File: src/rtl/uart_rx_oversampled_pkg.sv
// Shared definitions for the oversampled UART receiver.
//   rx_state_e          receiver FSM state encoding (IDLE=0 .. STOP=4)
//   PARITY_MODE_*       parity mode selectors for the PARITY_ODD parameter
//   DEFAULT_SAMPLE_RATE baud_tick pulses per bit period when not overridden
//   parity_error()      parity check over the data-bit XOR and the received parity bit
package uart_rx_oversampled_pkg;

  typedef enum logic [2:0] {
    ST_IDLE   = 3'd0,
    ST_START  = 3'd1,
    ST_DATA   = 3'd2,
    ST_PARITY = 3'd3,
    ST_STOP   = 3'd4
  } rx_state_e;

  localparam int PARITY_MODE_EVEN    = 0;
  localparam int PARITY_MODE_ODD     = 1;
  localparam int DEFAULT_SAMPLE_RATE = 16;

  // Even parity: data bits plus parity bit must XOR to 0. Odd parity: to 1.
  function automatic logic parity_error(input logic data_xor, input logic pbit, input int mode);
    return (data_xor ^ pbit) != (mode == PARITY_MODE_ODD);
  endfunction

endpackage

File: src/rtl/uart_rx_sync.sv
// Two-flop synchroniser for an asynchronous, idle-high serial line.
// Both flops reset to 1 so that leaving reset never looks like a start bit.
//   clk    in  system clock
//   rst_n  in  asynchronous reset, active low
//   din    in  asynchronous input
//   dout   out synchronised output
module uart_rx_sync (
  input  logic clk,
  input  logic rst_n,
  input  logic din,
  output logic dout
);

  logic meta;

  always_ff @(posedge clk or negedge rst_n) begin
    if (!rst_n) begin
      meta <= 1'b1;
      dout <= 1'b1;
    end else begin
      meta <= din;
      dout <= meta;
    end
  end

endmodule

File: src/rtl/uart_rx_oversampled.sv
// Oversampled UART receiver with a one-entry valid/ready holding register.
// Receives start bit, DATA_BITS data bits (LSB first), optional parity and
// STOP_BITS stop bits. All sampling uses the synchronised line and happens
// only on baud_tick, at the middle of each bit.
// Parameters: DATA_BITS 5..9, SAMPLE_RATE even and >=4, PARITY_EN 0/1,
//             PARITY_ODD 0 even / 1 odd, STOP_BITS 1 or 2.
// Ports:
//   clk         in   system clock
//   rst_n       in   asynchronous reset, active low
//   baud_tick   in   1-clk enable, SAMPLE_RATE pulses per bit
//   rx          in   asynchronous serial line, idle high
//   rx_data     out  received word, valid while rx_valid=1
//   rx_valid    out  holding register full
//   rx_ready    in   consumer accepts when rx_valid & rx_ready
//   parity_err  out  parity mismatch on the held word
//   frame_err   out  a stop bit of the held word sampled 0
//   rx_break    out  frame_err with all data and parity bits 0
//   overrun     out  1-clk pulse, a completed frame was dropped
//   rx_busy     out  FSM not in IDLE
// The FSM state is visible as the internal signal 'state' (rx_state_e).
module uart_rx_oversampled
  import uart_rx_oversampled_pkg::*;
#(
  parameter int DATA_BITS   = 8,
  parameter int SAMPLE_RATE = DEFAULT_SAMPLE_RATE,
  parameter int PARITY_EN   = 0,
  parameter int PARITY_ODD  = PARITY_MODE_EVEN,
  parameter int STOP_BITS   = 1
) (
  input  logic                 clk,
  input  logic                 rst_n,
  input  logic                 baud_tick,
  input  logic                 rx,
  output logic [DATA_BITS-1:0] rx_data,
  output logic                 rx_valid,
  input  logic                 rx_ready,
  output logic                 parity_err,
  output logic                 frame_err,
  output logic                 rx_break,
  output logic                 overrun,
  output logic                 rx_busy
);

  localparam int TW = $clog2(SAMPLE_RATE);
  localparam int BW = $clog2(DATA_BITS + 1);

  localparam logic [TW-1:0] TICK_HALF = TW'(SAMPLE_RATE / 2 - 1);
  localparam logic [TW-1:0] TICK_LAST = TW'(SAMPLE_RATE - 1);
  localparam logic [BW-1:0] DATA_LAST = BW'(DATA_BITS - 1);
  localparam logic [BW-1:0] STOP_LAST = BW'(STOP_BITS - 1);

  logic rx_s;

  rx_state_e            state, state_n;
  logic [TW-1:0]        tick_cnt, tick_cnt_n;
  logic [BW-1:0]        bit_cnt, bit_cnt_n;
  logic [DATA_BITS-1:0] shift_q, shift_n;
  logic                 pbit_q, pbit_n;
  logic                 perr_q, perr_n;
  logic                 ferr_q, ferr_n;
  logic                 brk_q, brk_n;
  logic                 armed_q, armed_n;
  logic                 done_q, done_n;
  logic                 ferr_final;

  uart_rx_sync u_sync (
    .clk   (clk),
    .rst_n (rst_n),
    .din   (rx),
    .dout  (rx_s)
  );

  // ---------------------------------------------------------------------------
  // Receive FSM: next-state and datapath
  // ---------------------------------------------------------------------------
  always_comb begin
    state_n    = state;
    tick_cnt_n = tick_cnt;
    bit_cnt_n  = bit_cnt;
    shift_n    = shift_q;
    pbit_n     = pbit_q;
    perr_n     = perr_q;
    ferr_n     = ferr_q;
    brk_n      = brk_q;
    armed_n    = armed_q;
    done_n     = 1'b0;
    ferr_final = ferr_q | ~rx_s;

    // After a break the line may still be low; a high line re-arms start detection.
    if (rx_s) armed_n = 1'b1;

    unique case (state)
      ST_IDLE: begin
        if (baud_tick && armed_q && !rx_s) begin
          state_n    = ST_START;
          tick_cnt_n = '0;
        end
      end

      ST_START: begin
        if (baud_tick) begin
          if (tick_cnt == TICK_HALF) begin
            if (rx_s) begin
              // Line went back high before mid start bit: glitch, no frame.
              state_n = ST_IDLE;
            end else begin
              state_n    = ST_DATA;
              tick_cnt_n = '0;
              bit_cnt_n  = '0;
              pbit_n     = 1'b0;
              perr_n     = 1'b0;
              ferr_n     = 1'b0;
              brk_n      = 1'b0;
            end
          end else begin
            tick_cnt_n = tick_cnt + 1'b1;
          end
        end
      end

      ST_DATA: begin
        if (baud_tick) begin
          if (tick_cnt == TICK_LAST) begin
            tick_cnt_n = '0;
            // LSB arrives first and ends up in bit 0 after DATA_BITS shifts.
            shift_n = {rx_s, shift_q[DATA_BITS-1:1]};
            if (bit_cnt == DATA_LAST) begin
              bit_cnt_n = '0;
              state_n   = (PARITY_EN != 0) ? ST_PARITY : ST_STOP;
            end else begin
              bit_cnt_n = bit_cnt + 1'b1;
            end
          end else begin
            tick_cnt_n = tick_cnt + 1'b1;
          end
        end
      end

      ST_PARITY: begin
        if (baud_tick) begin
          if (tick_cnt == TICK_LAST) begin
            tick_cnt_n = '0;
            pbit_n     = rx_s;
            perr_n     = parity_error(^shift_q, rx_s, PARITY_ODD);
            state_n    = ST_STOP;
          end else begin
            tick_cnt_n = tick_cnt + 1'b1;
          end
        end
      end

      ST_STOP: begin
        if (baud_tick) begin
          if (tick_cnt == TICK_LAST) begin
            tick_cnt_n = '0;
            ferr_n     = ferr_final;
            if (bit_cnt == STOP_LAST) begin
              // Leave half a bit early so the next start edge is caught in time.
              bit_cnt_n = '0;
              state_n   = ST_IDLE;
              done_n    = 1'b1;
              brk_n     = ferr_final && (shift_q == '0) && !pbit_q;
              if (ferr_final && (shift_q == '0) && !pbit_q) armed_n = 1'b0;
            end else begin
              bit_cnt_n = bit_cnt + 1'b1;
            end
          end else begin
            tick_cnt_n = tick_cnt + 1'b1;
          end
        end
      end

      default: state_n = ST_IDLE;
    endcase
  end

  always_ff @(posedge clk or negedge rst_n) begin
    if (!rst_n) begin
      state    <= ST_IDLE;
      tick_cnt <= '0;
      bit_cnt  <= '0;
      shift_q  <= '0;
      pbit_q   <= 1'b0;
      perr_q   <= 1'b0;
      ferr_q   <= 1'b0;
      brk_q    <= 1'b0;
      armed_q  <= 1'b1;
      done_q   <= 1'b0;
    end else begin
      state    <= state_n;
      tick_cnt <= tick_cnt_n;
      bit_cnt  <= bit_cnt_n;
      shift_q  <= shift_n;
      pbit_q   <= pbit_n;
      perr_q   <= perr_n;
      ferr_q   <= ferr_n;
      brk_q    <= brk_n;
      armed_q  <= armed_n;
      done_q   <= done_n;
    end
  end

  assign rx_busy = (state != ST_IDLE);

  // ---------------------------------------------------------------------------
  // Holding register. Valid/ready: a word transfers on every clk edge where
  // rx_valid & rx_ready; rx_valid never drops without that transfer and the
  // word and flags do not change while rx_valid=1 unless that same edge
  // transfers the old word (then the newly completed frame takes its place).
  // A frame completing while full and not being accepted is dropped.
  // ---------------------------------------------------------------------------
  always_ff @(posedge clk or negedge rst_n) begin
    if (!rst_n) begin
      rx_data    <= '0;
      rx_valid   <= 1'b0;
      parity_err <= 1'b0;
      frame_err  <= 1'b0;
      rx_break   <= 1'b0;
      overrun    <= 1'b0;
    end else begin
      overrun <= 1'b0;
      if (done_q) begin
        if (!rx_valid || rx_ready) begin
          rx_data    <= shift_q;
          parity_err <= perr_q;
          frame_err  <= ferr_q;
          rx_break   <= brk_q;
          rx_valid   <= 1'b1;
        end else begin
          overrun <= 1'b1;
        end
      end else if (rx_valid && rx_ready) begin
        rx_valid <= 1'b0;
      end
    end
  end

endmodule

File: config.mk
export PLATFORM = sky130hd
export DESIGN_NAME = uart_rx_oversampled
export DESIGN_NICKNAME = d
export VERILOG_FILES = /design/src/rtl/uart_rx_oversampled_pkg.sv /design/src/rtl/uart_rx_sync.sv /design/src/rtl/uart_rx_oversampled.sv
export SDC_FILE = /design/constraint.sdc
export NUM_CORES = 1
export LEC_CHECK = 0
export BUFFER_PORTS_ARGS = -buffer_cell sky130_fd_sc_hd__buf_2
export CAP_MARGIN = 5
export CORE_UTILIZATION = 53
export DETAILED_ROUTE_END_ITERATION = 16
export PLACE_DENSITY = 0.84
export SYNTH_ARGS = -nofsm -noshare
export SYNTH_HDL_FRONTEND = slang
export SYNTH_SLANG_ARGS = --single-unit
File: constraint.sdc
create_clock -name clk -period 1.9 [get_ports clk]
set_clock_uncertainty 0.1 [all_clocks]
set_input_delay 0.285 -clock clk [delete_from_list [all_inputs] [get_ports clk]]
set_output_delay 0.285 -clock clk [all_outputs]
set_load 0.005 [all_outputs]
==> reports/summary.txt, run 1 <==
grt total ovfl: 0
GR Layer Usage met1: 27.47%
Synth area leader: dfrtp_1
Final period util: 104.6%
Syn-to-layout area delta: 25.78%
Worst-path clk slew: 0.08 ns
Max-Cap Viols: 0
post-DP HPWL: 2991 um
Distinct cells, synth: 50
Post-Place Worst Slack: -0.03890 ns
worst-margin pin slew: 0.4938 ns
initial antenna violation count: 0
crit path kind: reg2reg
Slew Limit Headroom: 67.08%
multi-input combinational cell area: 1017 sq um
DRC Markers: 0
die height: 64.02 um
WP data required: 2.02 ns
ys flop type: dfrtp_1
Routed WL: 4568 um
Via Count: 1,639
CTS root buf: clkbuf_8
total CTS buffers: 5
core box area: 3661 sq um
Starting Density: 55.67%
layout cells sized above 1: 33.06%
Peak supply drop: 0.5829 mV
CP endpoint kind: flip-flop
pwr dens: 1084 nW/um^2
Total GRT Usage: 23.08%
CP Max Fanout: 5
Cell Area, Synth: 2038 sq um
final core area utilization: 70.03%
Final ANT Viol Nets: 0
post-synthesis cell count: 200
ant diodes: 0
Hold Vio Cnt, Final: 0
Chip Width: 64.02 um
die area: 4098 sq um
drt pass-1 iters: 4
#FFs+latches synth: 40
Routed WL per cell: 15.59 um
Clock Sinks: 40
top-count cell post-synth: dfrtp_1
Hold Path Stages: 3
first-pass GRT wire length: 7031 um
R2R depth: 5
clock buffer depth: 2
clk_lat worst skew: 0.29 ns
fill count: 264
cell row count: 22
startpoint type of the worst setup path: flip-flop
Setup TNS: -0.09322 ns
register area: 1006 sq um
RSZ-0062 raised after global routing: true
Period minus WS final: 1.987 ns
fin worst setup slack: -0.08690 ns
Syn Nets: 212
Hold Crit Class: in2reg
global-route track usage on met2: 39.23%
outcome: finished, violations left
Synth top area share: 45.43%
Synth top cells by count: 37 x dfrtp_1, 28 x nand2_1, 22 x o21ai_0, 15 x inv_1, 12 x nor2_1
post-DR vias/cell: 5.594
Synth async-reset ratio: 100.0%
Fmax: 503.3 MHz
GRT busiest layer: met2
Mean Syn Cell Area: 10.19 sq um
Final Max Tran Viols: 0
# setup viols final: 2
GPL Wtd Cong: 0.8783
CTS tree: done
Final nets: 256
Leakage: 1.236 nW
# IOs: 19
vias in the first global route: 1,580
EDFF count, synth: 0
Initial DRC Count: 115
Port Buffers: 18
sequential share of the synthesized area: 49.29%
htree depth: 2
CP arrival: 2.11 ns
violated checks: setup timing
synth top area cells: dfrtp_1 45%, o21ai_0 5.4%, nand2_1 5.2%
met3 GRT Util: 6.071%
Tot Pwr: 2.780 mW
yosys warns: 0
largest net degree at the start of global routing: 41
-- power breakdown --
part	switching (mW)	internal, mW
Sequential	0.0904	0.929
Clock	0.292	0.463
Combinational	0.551	0.454
Total	0.933	1.85
-- placed cells by master, fill, tap and decap left out, drive strengths merged, types with 2 or more instances in the layout --
cell type    instances
nand3                6
buf                 43
o21ai               22
nor3                 7
or3                  2
ha                   7
or3b                 2
nand2               28
mux2                 6
xnor2                5
dfrtp               37
nand2b               5
nor2b                2
dfstp                3
nand3b               2
or4b                 2
dlygate4sd3          2
clkbuf               7
inv                 15
nor2                12
a21o                 3
o211ai               2
a21oi                4
o31ai                2
-- worst max-delay path, cell delays in order, from the launching register on --
cell,delay [ns]
dfrtp_2,0.45
or4b_4,0.54
o32ai_4,0.14
nand2b_4,0.10
or4_4,0.52
o211ai_2,0.08
-- logic make-up (layout without fill, tap and decap cells) --
logic type | count (synthesis) | after routing | synth area share (%)
compound gates | 44 | 44 | 15.10
xor+xnor | 5 | 5 | 2.148
fa+ha+maj | 7 | 7 | 4.297
buf+inv | 23 | 68 | 6.077
flops | 40 | 40 | 49.29
mux | 7 | 7 | 3.806
simple gates | 74 | 74 | 19.28
-- layer usage --
| layer | wire [um] | share of wire [%] | vias to the layer above |
|---|---|---|---|
| li1 | - | - | 784 |
| met1 | 1938 | 42 | 786 |
| met2 | 2294 | 50 | 50 |
| met3 | 193 | 4.2 | 19 |
| met4 | 141 | 3.1 | 0 |
| met5 | 0 | 0 | - |
-- final timing paths --
kind,slack [ns],start,end
setup / recovery,-0.09,state[2],bit_cnt[3]
hold / removal,0.18,rx_ready,overrun
setup reg to reg,-0.09,state[2],bit_cnt[3]
hold reg to reg,0.27,u_sync.meta,u_sync.dout
max in group asynchronous,0.85,rst_n,u_sync.dout
min in group asynchronous,0.48,rst_n,tick_cnt[2]
-- registers in the layout (all words and copies together) (netlist names), 3 cells and up --
signal and flops:
rx_data 8, bit_cnt 4, tick_cnt 4, state 3
shift_q 8
-- what timing repair did --
| action | CTS | global route |
|---|---|---|
| hold buffers | 2 | 0 |
| endpoints found under the setup margin | 6 | 10 |
| hold endpoints to repair | 38 | 0 |
| gates resized for setup | 3 | 7 |
| pin swaps | 2 | 2 |
| setup buffers | 1 | 2 |
-- final cells by class --
| type | instances | share of cell area (%) |
|---|---|---|
| tap | 48 | 2.343 |
| clock inverter | 1 | 1.171 |
| sequential | 40 | 39.24 |
| multi-input combinational | 137 | 39.68 |
| inverter | 15 | 2.196 |
| clock buffer | 7 | 3.758 |
| timing repair buffer | 45 | 11.62 |
-- per-stage QoR --
step / hold WS, ns / area (sq um) / cells
after CTS: 0.1814 / 2505 / 291
after floorplan: -0.1106 / 2087 / 200
final: 0.1797 / 2564 / 293
after detailed placement: 0.2507 / 2335 / 280
after global routing: 0.2092 / 2564 / 293
after global placement: 0.2463 / 2335 / 280
Power figures use the tool's default switching activity.
==> run 2, diff against run 1 <==
- MAX_ROUTING_LAYER: not set -> met4
- SKIP_CTS_REPAIR_TIMING: not set -> 1
==> run 2 against run 1 <==
  * Critical path depth up 2
  * Critical path type unchanged
  * Final cell count down 1.4%
  * Critical endpoint is now state[1]
  * Setup slack better by 0.056 ns
  * Cell area down 3.5%
  * Highest routed layer unchanged
  * First-iteration DRC count up 5.2%
  * Count of clock-buffer cells in the layout unchanged
  * The flow still finishes with violations (setup timing)
==> reports/summary.txt, run 2 (synthesis results as in run 1) <==
biggest regs: rx_data: 8 flops, shift_q: 8 flops (unchanged)
crit path kind: reg2reg (unchanged)
Hold Crit Class: in2reg (unchanged)
grt total ovfl: 0 (unchanged)
Clock Sinks: 40 (unchanged)
Fmax: 517.8 MHz (was 503.3 MHz)
Final Max Tran Viols: 0 (unchanged)
Worst-path clk slew: 0.07 ns (was 0.08 ns)
Routed WL: 4171 um (was 4568 um)
CP endpoint kind: flip-flop (unchanged)
die height: 64.02 um (unchanged)
Chip Width: 64.02 um (unchanged)
total CTS buffers: 5 (unchanged)
pwr dens: 1002 nW/um^2 (was 1084 nW/um^2)
CP arrival: 2.00 ns (was 2.11 ns)
Via Count: 1,567 (was 1,639)
GPL Wtd Cong: 0.8819 (was 0.8783)
Placed Instances: 279 (was 280)
ant diodes: 0 (unchanged)
Setup TNS: -0.05105 ns (was -0.09322 ns)
drt pass-1 iters: 4 (unchanged)
initial antenna violation count: 0 (unchanged)
# setup viols final: 2 (unchanged)
Initial DRC Count: 121 (was 115)
Routed WL per cell: 14.43 um (was 15.59 um)
first-pass GRT wire length: 7107 um (was 7031 um)
Syn-to-layout area delta: 21.42% (was 25.78%)
# IOs: 19 (unchanged)
Peak supply drop: 0.5166 mV (was 0.5829 mV)
core box area: 3661 sq um (unchanged)
Post-Place Worst Slack: -0.03087 ns (was -0.03890 ns)
die area: 4098 sq um (unchanged)
commonest non-fill, non-tap cell in the layout: dfrtp_1 (unchanged)
clk_lat worst skew: 0.30 ns (was 0.29 ns)
largest net degree at the start of global routing: 41 (unchanged)
CP Max Fanout: 3 (was 5)
outcome: finished, violations left (unchanged)
violated checks: setup timing (unchanged)
Area after DPL: 2340 sq um (was 2335 sq um)
Period minus WS final: 1.931 ns (was 1.987 ns)
Max-Cap Viols: 0 (unchanged)
fin worst setup slack: -0.03130 ns (was -0.08690 ns)
Cell Count, Final, Fillers Out: 289 (was 293)
Total GRT Usage: 23.87% (was 23.08%)
clock buffer depth: 2 (unchanged)
cell area after layout: 2475 sq um (was 2564 sq um)
Final period util: 101.6% (was 104.6%)
post-DP HPWL: 3100 um (was 2991 um)
Starting Density: 55.67% (unchanged)
Hold Vio Cnt, Final: 0 (unchanged)
Port Buffers: 18 (unchanged)
Slew Limit Headroom: 78.62% (was 67.08%)
DRC Markers: 0 (unchanged)
cell row count: 22 (unchanged)
startpoint type of the worst setup path: flip-flop (unchanged)
Tot Pwr: 2.479 mW (was 2.780 mW)
CTS tree: done (unchanged)
RSZ-0062 raised after global routing: true (unchanged)
commonest cells after routing, fill and taps aside: 37 x dfrtp_1, 28 x nand2_1, 22 x o21ai_0, 20 x buf_4, 18 x buf_2 (was 36 x dfrtp_1, 28 x nand2_1, 25 x buf_4, 22 x o21ai_0, 18 x buf_2)
Leakage: 1.201 nW (was 1.236 nW)
CTS root buf: clkbuf_8 (unchanged)
htree depth: 2 (unchanged)
post-DR vias/cell: 5.422 (was 5.594)
layout cells sized above 1: 30.29% (was 33.06%)
Final ANT Viol Nets: 0 (unchanged)
WP data required: 1.97 ns (was 2.02 ns)
vias in the first global route: 1,534 (was 1,580)
Final nets: 252 (was 256)
worst-margin pin slew: 0.3184 ns (was 0.4938 ns)
## run 2: layout make-up
class | instances | area (sq um)
fill | 274 | 1186
sequential | 40 | 1005
multi-input combinational | 137 | 992.2
timing repair buffer | 41 | 280.3
clock buffer | 7 | 76.32
tap | 48 | 60.06
inverter | 15 | 56.30
clock inverter | 1 | 5.005
## run 2: per-stage QoR
stage / utilization, % / hold slack (ns)
2_1_floorplan: - / -0.1106
3_3_place_gp: 63.91 / 0.1669
3_5_place_dp: 63.91 / 0.1696
4_1_cts: 66.13 / -0.1524
5_1_grt: 67.60 / 0.2260
6_report: 67.60 / 0.2173
## run 2: worst paths after layout
check                       startpoint           to  slack (ns)  cells past startpoint
max                         bit_cnt[0]     state[1]       -0.03                      7
min reg2reg                u_sync.meta  u_sync.dout        0.26                      0
min                           rx_ready      overrun        0.22                      3
min in group asynchronous        rst_n   rx_data[5]        0.38                      3
max reg2reg                 bit_cnt[0]     state[1]       -0.03                      7
max in group asynchronous        rst_n      armed_q        1.05                      3
## run 2: routing by layer
metal  global-route usage [%]  part of all wire [%]
met5                        -                     0
met4                    10.51                   3.4
met3                    5.714                   2.3
met2                    37.63                    50
met1                    29.12                    44
## run 2: critical path, stage by stage (launching register included)
cell	delay [ns]
dfrtp_1	0.38
inv_1	0.06
ha_1	0.12
or3b_4	0.37
nor2b_4	0.15
a21oi_4	0.17
o2111ai_4	0.15
mux2_4	0.32
## run 2: power breakdown
| group | internal, mW | switching (mW) |
|---|---|---|
| Clock | 0.258 | 0.281 |
| Sequential | 0.929 | 0.0858 |
| Combinational | 0.431 | 0.495 |
| Total | 1.62 | 0.862 |
